[src/rtl/shared_res_pkg.sv]
// Shared definitions for the doubling resource, its arbiter and the response demux.
package shared_res_pkg;
  localparam int DATA_W = 32;
  localparam int REQ_N  = 2;

  typedef logic [REQ_N-1:0] req_tag_t;

  localparam req_tag_t TAG_IDLE = 2'b00;

  function automatic req_tag_t id_to_tag(input logic id);
    return id ? req_tag_t'(2'b10) : req_tag_t'(2'b01);
  endfunction
endpackage

[src/rtl/shared_resource_arbiter_if.sv]
// Request/issue bundle between the two pipelines, the arbiter and the resource input.
interface shared_resource_arbiter_if #(parameter int DATA_W = shared_res_pkg::DATA_W);
  import shared_res_pkg::*;

  // Handshake: req_valid[i] is held by pipeline i while stall is high; there is no
  // ready, stall is the only back-pressure. res_valid is a one-hot owner tag with no
  // back-pressure from the resource, and it takes one operand per cycle.
  logic [REQ_N-1:0]  req_valid;
  logic [DATA_W-1:0] req_data0;
  logic [DATA_W-1:0] req_data1;
  logic              stall;
  req_tag_t          res_valid;
  logic [DATA_W-1:0] res_data;

  modport slave (
    input  req_valid, req_data0, req_data1,
    output stall, res_valid, res_data
  );

  modport master (
    output req_valid, req_data0, req_data1,
    input  stall, res_valid, res_data
  );
endinterface

[src/rtl/shared_resource_arbiter_rr_pick2.sv]
// Two-way round-robin pick: reports the winner and whether both inputs asked at once.
module rr_pick2 (
  input  logic [1:0] i_req,
  input  logic       i_prio,
  output logic       o_win_id,
  output logic       o_conflict
);
  always_comb begin
    o_conflict = &i_req;
    if (o_conflict) o_win_id = i_prio;
    else            o_win_id = i_req[1];
  end
endmodule

[src/rtl/shared_resource_arbiter.sv]
// Arbiter feeding the shared doubling resource; parks a conflict loser for one stall cycle.
// Optional conflict counter compiled in with SHARED_ARB_STATS_EN.
module shared_resource_arbiter
  import shared_res_pkg::*;
#(
  parameter int DATA_W = shared_res_pkg::DATA_W,
  parameter int CNT_W  = 16
) (
  input  logic                 clk,
  input  logic                 reset,
  shared_resource_arbiter_if.slave bus,
`ifdef SHARED_ARB_STATS_EN
  output logic [CNT_W-1:0]     conflict_cnt,
`endif
  output logic [0:0]           o_dbg_state
);
  localparam logic [0:0] ST_ISSUE = 1'b0;
  localparam logic [0:0] ST_DRAIN = 1'b1;

  logic [0:0]        r_state;
  logic              r_pend_id;
  logic [DATA_W-1:0] r_pend_data;
  logic              r_prio;
  req_tag_t          r_res_valid;
  logic [DATA_W-1:0] r_res_data;

  logic w_win_id;
  logic w_conflict;
  logic w_issue_conflict;

  rr_pick2 u_pick (
    .i_req      (bus.req_valid),
    .i_prio     (r_prio),
    .o_win_id   (w_win_id),
    .o_conflict (w_conflict)
  );

  assign w_issue_conflict = (r_state == ST_ISSUE) && w_conflict;

  always_ff @(posedge clk or posedge reset) begin
    if (reset) begin
      r_state     <= ST_ISSUE;
      r_pend_id   <= 1'b0;
      r_pend_data <= '0;
      r_prio      <= 1'b0;
      r_res_valid <= TAG_IDLE;
      r_res_data  <= '0;
    end else if (r_state == ST_DRAIN) begin
      // Upstream is stalled; its held request is not a new one.
      r_res_valid <= id_to_tag(r_pend_id);
      r_res_data  <= r_pend_data;
      r_state     <= ST_ISSUE;
    end else if (bus.req_valid != TAG_IDLE) begin
      r_res_valid <= id_to_tag(w_win_id);
      r_res_data  <= w_win_id ? bus.req_data1 : bus.req_data0;
      if (w_conflict) begin
        r_state     <= ST_DRAIN;
        r_pend_id   <= ~r_prio;
        r_pend_data <= r_prio ? bus.req_data0 : bus.req_data1;
        r_prio      <= ~r_prio;
      end
    end else begin
      r_res_valid <= TAG_IDLE;
    end
  end

  assign bus.stall     = (r_state == ST_DRAIN);
  assign bus.res_valid = r_res_valid;
  assign bus.res_data  = r_res_data;
  assign o_dbg_state   = r_state;

`ifdef SHARED_ARB_STATS_EN
  logic [CNT_W-1:0] r_conflict_cnt;

  always_ff @(posedge clk or posedge reset) begin
    if (reset)                                      r_conflict_cnt <= '0;
    else if (w_issue_conflict && !(&r_conflict_cnt)) r_conflict_cnt <= r_conflict_cnt + 1'b1;
  end

  assign conflict_cnt = r_conflict_cnt;
`else
  logic w_unused;
  assign w_unused = w_issue_conflict;
`endif
endmodule

[src/flat_wrapper.sv]
// flat-port wrapper written by rule: the top's interface ports become plain ports
module shared_resource_arbiter_flat import shared_res_pkg::*;
#(
  parameter int DATA_W = shared_res_pkg::DATA_W,
  parameter int CNT_W  = 16
)
  (clk, reset, o_dbg_state, bus_req_valid, bus_req_data0, bus_req_data1, bus_stall, bus_res_valid, bus_res_data);
  shared_resource_arbiter_if #(.DATA_W(DATA_W)) bus_i ();
  input  logic clk;
  input  logic reset;
  output logic [0:0] o_dbg_state;
  input wire logic [$bits(bus_i.req_valid)-1:0] bus_req_valid;
  input wire logic [$bits(bus_i.req_data0)-1:0] bus_req_data0;
  input wire logic [$bits(bus_i.req_data1)-1:0] bus_req_data1;
  output wire logic [$bits(bus_i.stall)-1:0] bus_stall;
  output wire logic [$bits(bus_i.res_valid)-1:0] bus_res_valid;
  output wire logic [$bits(bus_i.res_data)-1:0] bus_res_data;
  assign bus_i.req_valid = bus_req_valid;
  assign bus_i.req_data0 = bus_req_data0;
  assign bus_i.req_data1 = bus_req_data1;
  assign bus_stall = bus_i.stall;
  assign bus_res_valid = bus_i.res_valid;
  assign bus_res_data = bus_i.res_data;
  shared_resource_arbiter #(.DATA_W(DATA_W), .CNT_W(CNT_W)) u_core (.clk(clk), .reset(reset), .bus(bus_i), .o_dbg_state(o_dbg_state));
endmodule
[config.mk]
export PLATFORM = sky130hd
export DESIGN_NAME = shared_resource_arbiter_flat
export DESIGN_NICKNAME = d
export VERILOG_FILES = /design/src/rtl/shared_res_pkg.sv /design/src/rtl/shared_resource_arbiter_if.sv /design/src/rtl/shared_resource_arbiter_rr_pick2.sv /design/src/rtl/shared_resource_arbiter.sv /design/src/flat_wrapper.sv
export SDC_FILE = /design/constraint.sdc
export NUM_CORES = 1
export LEC_CHECK = 0
export BUFFER_PORTS_ARGS = -buffer_cell sky130_fd_sc_hd__buf_4
export CAP_MARGIN = 5
export CORE_ASPECT_RATIO = 1.1
export CORE_MARGIN = 8
export CORE_UTILIZATION = 30
export DETAILED_ROUTE_END_ITERATION = 10
export GPL_TIMING_DRIVEN = 0
export PLACE_DENSITY = 0.59
export SLEW_MARGIN = 20
export SYNTH_ARGS = -nofsm -noshare
export SYNTH_HDL_FRONTEND = slang
export SYNTH_SLANG_ARGS = --single-unit
[constraint.sdc]
create_clock -name clk -period 2.05 [get_ports clk]
set_input_delay 0.1025 -clock clk [delete_from_list [all_inputs] [get_ports clk]]
set_output_delay 0.1025 -clock clk [all_outputs]
set_load 0.1 [all_outputs]
==> results by group <==
Run status
  • Status: finished, final reports clean

Clock tree
  • CTS H-tree lvls: 3
  • # clock sinks: 68
  • Reg clk slew, reported paths: 0.06 ns
  • CTS tree: yes
  • CTS root buf: clkbuf_16
  • CTS buffer count: 9
  • Clock Latency Late Sink: 0.33 ns
  • Bufs on Longest Clock Path: 2
  • CTS resizes: 0

Floorplanning
  • Initial Util: 0.304
  • # rows: 44
  • Total core area: 13100 µm²
  • I/O pin count: 104
  • Die Height: 137 µm
  • Die X: 126 µm
  • Die ar.: 17200 µm²

Power and ir drop
  • Pwr/cell area: 1220 nW/µm²
  • Sw Share: 0.439
  • Comb power frac: 0.455
  • Sequential share of power: 0.291
  • Psw: 2830 µW
  • Worst vdd ir: 0.516 mV
  • Leakage power: 0.00247 µW
  • Power Internal: 3620 µW
  • Clock power frac: 0.255

Critical path
  • Worst Setup End Kind: flop
  • R2R depth: 5
  • Crit path max fanout: 10
  • Critical Path RT: 2.25 ns
  • Worst setup SP type: flop
  • Crit path cell chain: buf_2, clkbuf_1, nor4b_1, a21oi_1, nand3_1
  • Critical Path Max Stage Delay: 0.52 ns
  • Reg-to-reg slack, setup: 0.27 ns
  • Critical path class: flop to flop
  • Critical path's slowest cell: dfrtp_1
  • Worst path arrival time: 1.98 ns

Placement
  • Post-DP Area: 4960 µm²
  • # port buffers: 101
  • Placer congestion estimate: 0.825
  • Post-DP HPWL: 10200 µm

Finish
  • Final instance area: 5280 µm²
  • N_diodes: 0
  • Most frequent cells in the layout: 102 x buf_4, 68 x dfrtp_1
  • FILL cells: 1327
  • Area growth syn-to-layout: 32.7%
  • Final #Nets: 599
  • Leading cell type in the layout, fill and taps excluded: buf_4
  • Share of cells above drive strength 1: 0.264

Synth
  • Sequential-to-total area share from yosys stat: 0.427
  • Post-synthesis cell count: 417
  • Synth Register Bits: 68
  • Mapped Nets: 485
  • Top-area cell type share of the netlist area: 0.427
  • Yosys warning count: 0
  • Top cells by area, synth: dfrtp_1 43%, a2111o_1 9.1%, mux2i_1 8.0%, nand4b_1 7.0%, nor4b_1 7.0%
  • Count of unique library cells instantiated by Yosys: 22
  • Syn Area/Cell: 9.55 µm²
  • Top cell type by total area after synthesis: dfrtp_1
  • Mapped cell area: 3980 µm²

STA
  • Crit path time final: 1.78 ns
  • Final setup fails: 0
  • Worst slew pin tran: 0.653 ns
  • Clk_skew: 0.00379 ns
  • Pins Over Slew Limit: 0
  • Setup tns final: 0 ns
  • Slew headroom: 0.565
  • Final Cycle Share: 0.866
  • Unrepaired setup endpoints after global routing: false
  • Final hold violations: 0
  • Fmax: 0.563 GHz

Route
  • ANT nets after route: 0
  • WL per Instance: 20.5 µm
  • TritonRoute pass-1 iters: 5
  • DRC errors left: 0
  • Vias/cell: 5.55
  • Vias: 3855
  • Initial drt markers: 331
  • Post-Route WL: 14200 µm

Global route
  • Total track usage: 0.167
  • GRT overflow: 0
  • Vias in the first global route: 4035
  • Initial antenna violation count: 0
  • First-pass GRT wire length: 22400 µm
  • Maximum number of pins on one net before global-route repair: 36

Min path
  • Hold Path Class: input port to flop
  • Hold Path Depth: 3

Flow run
  • Max-Cap Viols: 0
-- worst max-delay path, delay by kind of cell, from the launching register on --
family	cells	cell delay [ns]
compound gates	1	0.16
buf+inv	2	0.73
flops	1	0.52
simple gates	2	0.22
-- path summary, 6_finish.rpt --
kind,startpoint,endpoint
hold / removal,bus_req_data1[9],u_core.r_pend_data[9]
setup reg to reg,u_core.bus.stall,u_core.bus.res_data[1]
min in group asynchronous,reset,u_core.bus.res_data[3]
hold reg to reg,u_core.r_pend_data[3],u_core.r_pend_data[3]
max in group asynchronous,reset,u_core.bus.res_data[17]
setup / recovery,u_core.bus.stall,u_core.bus.res_data[1]
-- metrics by stage --
stage          hold WS (ns)  std cells  power [µW]  utilization  worst slack [ns]
6_report             0.0446        695        6450        0.403             0.274
5_1_grt              0.0590        695        6720        0.403             0.152
4_1_cts              0.0397        695        6480        0.403             0.292
3_5_place_dp          0.164        680        4830        0.379             0.331
3_3_place_gp          0.390        679        4790        0.377            -0.767
2_1_floorplan         0.277        417        4070            -            0.0826
-- power groups by stage --
| stage | sequential (µW) | combinational, µW | clock, µW |
|---|---|---|---|
| after detailed placement | 1900 | 2940 | 0 |
| after floorplan | 2980 | 1090 | 0 |
| after global routing | 1910 | 3100 | 1710 |
| final | 1880 | 2930 | 1640 |
| after global placement | 1890 | 2900 | 0 |
| after CTS | 1880 | 2940 | 1660 |
-- cell type report --
class,instances,area (µm²),area share
buffer,51,253,0.0478
clock buffer,13,280,0.0530
clock inverter,1,30.0,0.00568
inverter,34,130,0.0246
multi-input combinational,264,1900,0.359
sequential,68,1700,0.322
tap,161,201,0.0381
timing repair buffer,103,788,0.149
-- cell usage after synthesis --
cell,count
nor2_1,3
dfrtp_1,68
nand4b_1,32
nand3_1,32
mux2i_1,32
buf_2,16
o21a_1,1
o21ai_1,32
o22a_1,1
xnor2_1,1
a21oi_1,32
nand2b_4,1
nor4b_1,32
inv_2,1
nand3b_1,1
inv_1,33
buf_6,5
buf_1,6
buf_4,1
clkbuf_1,23
nand2_1,32
a2111o_1,32
-- registers in the layout, indices dropped and copies added, names as in the netlist --
name	cells
u_core.bus.stall	1
u_core.r_prio	1
u_core.bus.res_valid	2
u_core.bus.res_data	32
u_core.r_pend_data	32
-- timing repair --
item / in CTS / in global routing
hold buffers: 1 / 0
buffers inserted: 0 / 0
endpoints found under the hold margin: 33 / 0
-- cell families (layout without fill, tap and decap cells) --
kind of cell,Yosys count,after routing,synth area share
simple gates,133,133,0.219
compound gates,98,98,0.175
buf+inv,85,202,0.0955
flops,68,68,0.427
mux,32,32,0.0805
xor+xnor,1,1,0.00220
-- layer usage --
metal / track usage / up-vias / routed length [µm]
met5: 0 / - / 0
met4: 0.0816 / 0 / 320
met3: 0.0273 / 21 / 822
met2: 0.269 / 169 / 6870
met1: 0.215 / 1893 / 6200
li1: - / 1772 / -
Power figures use the tool's default switching activity.
